## src/rtl/crc_pkg.sv

```systemverilog
// Shared CRC definitions for the serial CRC generator and checker:
// FSM state encoding, CRC-8 defaults and the single-bit LFSR step.
package crc_pkg;

  typedef enum logic [1:0] {
    IDLE  = 2'd0,
    DATA  = 2'd1,
    CHECK = 2'd2
  } state_t;

  localparam logic [7:0] CRC8_POLY = 8'h07;
  localparam logic [7:0] CRC8_INIT = 8'h00;
  localparam int         CRC_MAX_W = 32;

  // Bits above `width` are masked off so one routine serves any CRC width.
  function automatic logic [CRC_MAX_W-1:0] crc_step(
    input logic [CRC_MAX_W-1:0] lfsr,
    input logic                 in_bit,
    input logic [CRC_MAX_W-1:0] poly,
    input int                   width
  );
    logic [CRC_MAX_W-1:0] top;
    logic [CRC_MAX_W-1:0] mask;
    logic                 fb;
    top  = lfsr >> (width - 1);
    fb   = top[0] ^ in_bit;
    mask = (width >= CRC_MAX_W) ? '1 : ((CRC_MAX_W'(1) << width) - CRC_MAX_W'(1));
    return ((lfsr << 1) ^ (fb ? poly : '0)) & mask;
  endfunction

endpackage

```

## src/rtl/crc_lfsr_serial.sv

```systemverilog
// Serial CRC LFSR register: one bit per enabled clock, synchronous clear to
// the preset, asynchronous reset. The combinational next value is exported.
module crc_lfsr_serial
  import crc_pkg::*;
#(
  parameter int               CRC_W = 8,
  parameter logic [CRC_W-1:0] POLY  = CRC_W'(CRC8_POLY),
  parameter logic [CRC_W-1:0] INIT  = CRC_W'(CRC8_INIT)
) (
  input  logic             clk,
  input  logic             rst_n,
  input  logic             en,
  input  logic             clr,
  input  logic             in_bit,
  output logic [CRC_W-1:0] lfsr,
  output logic [CRC_W-1:0] lfsr_next
);

  logic [CRC_MAX_W-1:0] step_full;

  always_comb begin
    step_full = crc_step(CRC_MAX_W'(lfsr), in_bit, CRC_MAX_W'(POLY), CRC_W);
    lfsr_next = step_full[CRC_W-1:0];
  end

  // Clear wins over enable so a frame can finish and re-arm in one edge.
  always_ff @(posedge clk or negedge rst_n) begin
    if (!rst_n) begin
      lfsr <= INIT;
    end else if (clr) begin
      lfsr <= INIT;
    end else if (en) begin
      lfsr <= lfsr_next;
    end
  end

endmodule

```

## config.mk

```make
export PLATFORM = sky130hd
export DESIGN_NAME = crc_lfsr_serial
export DESIGN_NICKNAME = d
export VERILOG_FILES = /design/src/rtl/crc_pkg.sv /design/src/rtl/crc_lfsr_serial.sv
export SDC_FILE = /design/constraint.sdc
export NUM_CORES = 1
export LEC_CHECK = 0
export CAP_MARGIN = 25
export CORE_AREA = 2 2 39 41
export DETAILED_ROUTE_END_ITERATION = 16
export DIE_AREA = 0 0 41 43
export GPL_TIMING_DRIVEN = 1
export PLACE_DENSITY = 0.68
export SETUP_SLACK_MARGIN = 0.4
export SLEW_MARGIN = 20
export SYNTH_ARGS = -nofsm -noshare
export SYNTH_HDL_FRONTEND = slang
export SYNTH_SLANG_ARGS = --single-unit
export TNS_END_PERCENT = 50
```

## constraint.sdc

```tcl
create_clock -name clk -period 1.1 [get_ports clk]
set_input_delay 0.11 -clock clk [delete_from_list [all_inputs] [get_ports clk]]
set_output_delay 0.11 -clock clk [all_outputs]
set_load 0.05 [all_outputs]
```

==> results of run 1 <==
metrics by stage:
stage	power, uW	util [%]	area (um^2)
2_1_floorplan	481	-	465
5_1_grt	923	64.1	887
3_3_place_gp	600	56.6	783
6_report	883	64.1	887
4_1_cts	879	62.2	861
3_5_place_dp	603	56.6	783
cells in the mapped netlist:
library cell	instances
buf_1	1
buf_4	5
buf_6	1
dfrtp_1	8
mux2i_1	8
nor2_1	8
xor2_1	1
xor3_2	2
cell type report:
cell class | instances | area share [%]
clock buffers | 4 | 2.96
flip-flops and latches | 8 | 23.4
multi-input cells | 19 | 21.2
repair buffers | 31 | 50.2
well taps | 16 | 2.26
repair_timing:
| item | CTS | global route |
|---|---|---|
| setup endpoints to repair | 24 | 24 |
| resized for setup | 11 | 1 |
| buffers inserted | 2 | 3 |
| pin swaps | 2 | 2 |
worst min-delay path by stage:
| stage | end | cells after the start |
|---|---|---|
| final | lfsr[6]$_DFFE_PN0P_ | 1 |
| after global routing | lfsr[6]$_DFFE_PN0P_ | 1 |
| after detailed placement | lfsr[0]$_DFFE_PN0P_ | 1 |
| after global placement | lfsr[0]$_DFFE_PN0P_ | 1 |
| after CTS | lfsr[6]$_DFFE_PN0P_ | 1 |
| after floorplan | lfsr[0]$_DFFE_PN0P_ | 0 |
power by group:
group / internal, uW / total, uW / switching, uW
Combinational: 154 / 307 / 153
Sequential: 306 / 322 / 16.0
Clock: 140 / 254 / 114
Total: 600 / 883 / 283
per-layer routing:
| metal | vias up | track usage, % | wire length, um |
|---|---|---|---|
| li1 | 161 | - | - |
| met1 | 154 | 15.7 | 368 |
| met2 | 15 | 19.1 | 462 |
| met3 | 4 | 4.71 | 64 |
| met4 | 0 | 12.0 | 33 |
| met5 | - | 0 | 0 |
kinds of logic (layout without fill, tap and decap cells):
| kind of cell | after synthesis | after routing | synth area share [%] |
|---|---|---|---|
| and+or+nand+nor | 8 | 8 | 7.12 |
| DFF | 8 | 8 | 47.5 |
| buffers and inverters | 7 | 35 | 12.5 |
| xor gates and xnor gates | 3 | 3 | 13.9 |
| muxes | 8 | 8 | 19.0 |
layout by cell type, fill, tap and decap left out, drive strengths merged:
cell type      netlist  layout
nor2                 8       8
dlygate4sd2          0       2
dfrtp                8       8
xor2                 1       1
clkdlybuf4s50        0       2
xor3                 2       2
buf                  7      27
clkbuf               0       4
mux2i                8       8
==> flow_summary_export.csv, run 1 <==
group,metric,value,unit
worst_setup_path,rr_worst_depth,4,
worst_setup_path,crit_fanout,2,
sta,setup_slack,-239,ps
logic_synthesis,synth_seq_area_share,47.5,%
worst_hold_path,min_path_type,"input pin to asynchronous set/reset pin",
floorplanning,die-area,1760,um^2
place,hpwl,643,um
power,power_density,995,nW/um^2
worst_setup_path,crit_slowest_cell,"xor3_2",
final_layout,top_register,"lfsr",
run,drv_cap,0,
worst_setup_path,worstPathCellList,"xor3_2, buf_8",
worst_setup_path,crit_path_end,"lfsr_next[1]",
drt,drtAntennaViolNets,0,
sta,grt_setup_unrepaired,"yes",
cts,cts_root_buffer,"clkbuf_4",
floorplanning,num_rows,14,
drt,wl_per_cell,11.9,um
floorplanning,initial_core_util,30.5,%
floorplanning,die_x,41,um
final_layout,area_growth,110,%
sta,hold_viol_final,0,
drt,via_per_inst,4.28,
logic_synthesis,synth_top_area_cell,"dfrtp_1",
logic_synthesis,syn_nets,39,
worst_setup_path,start_kind,"flip-flop",
worst_setup_path,slowest_delay,410,ps
worst_setup_path,crit_path_end_kind,"output port",
drt,drt_first_pass_iters,2,
outcome,violations,"setup timing",
cts,insertion_delay,270,ps
final_layout,antennaDiodeCount,0,
power,p_leak,0.000415,uW
sta,timing.final.crit_share,122,%
place,dp.cells,69,
outcome,status,"finished, violations left",
sta,tightestPinTransition,358,ps
floorplanning,coreArea,1380,um^2
worst_setup_path,rrSetupSlack,-150,ps
place,pre_cts_ws,-317,ps
sta,max_slew_margin,76.0,%
cts,ctsHtreeMaxLevel,1,
grt,overflow,0,
grt,track_usage,13.7,%
logic_synthesis,synth_area,422,um^2
worst_setup_path,crit_buf_inv,1,
cts,cts_buffer_depth,2,
final_layout,layout-drive-gt1-share,62.9,%
drt,routed_wl,928,um
floorplanning,pin_count,21,
place,place_congestion,0.649,
worst_setup_path,r2r-end,"lfsr[2]$_DFFE_PN0P_",
grt,grt_max_degree,9,
cts,clock_sinks,8,
worst_setup_path,crit_arrival,1230,ps
logic_synthesis,synthCells,34,
logic_synthesis,syn_area_per_cell,12.4,um^2
sta,final-max-slew-violation-count,0,
logic_synthesis,synth.distinct_cells,8,
sta,hold_ws,118,ps
worst_setup_path,worstSetupPathType,"flip-flop to output port",
logic_synthesis,netlist.area_leader.share,47.5,%
sta,period_needed,1340,ps
cts,numCtsBuffers,3,
logic_synthesis,synth-seq-cells,8,
cts,hold_buffers,0,
worst_setup_path,path_depth,2,
final_layout,top_regs,"lfsr (8)",
logic_synthesis,synth.area.top_cells,"dfrtp_1 47%, mux2i_1 19%, xor3_2 12%",
grt,antenna_found_initial,0,
drt,vias,334,
final_layout,multiInputGateArea,188,um^2
worst_setup_path,crit_required,990,ps
sta,skew,7.40,ps
worst_setup_path,startpoint,"lfsr[0]$_DFFE_PN0P_",
sta,setup_tns,-922,ps
sta,fmax,0.747,GHz
grt,grt_pass1_wl,1480,um
worst_setup_path,rr_startpoint,"lfsr[1]$_DFFE_PN0P_",
final_layout,finalNetCount,68,
final_layout,regArea,208,um^2
power,ir_drop,0.000667,V
logic_synthesis,yosys_warnings,0,
final_layout,fill_cells,100,
final_layout,largest_register_ffs,8,
cts,cts_tree,"yes",
grt,grt_pass1_vias,340,
final_layout,fin_cells,78,
place,io_buffers,20,
worst_setup_path,cp_top_family,"XOR/XNOR gates",
cts,clkTransAtPathRegs,60,ps
drt,drtIter0Drc,3,
floorplanning,die_y,43,um
sta,setup_viol,7,
drt,drc_errors,0,
(Power assumes the default switching activity.)
==> inputs of run 2 (changes only) <==
CAP_MARGIN = 20   (was 25)
==> results of run 2 <==
The final DEF is identical to that of run 1; final timing and power are the same.
==> inputs of run 3 (changes only) <==
ABC_CLOCK_PERIOD_IN_PS = 1100   (was not set)
==> results of run 3 <==
The final DEF is identical to that of run 1; final timing and power are the same.
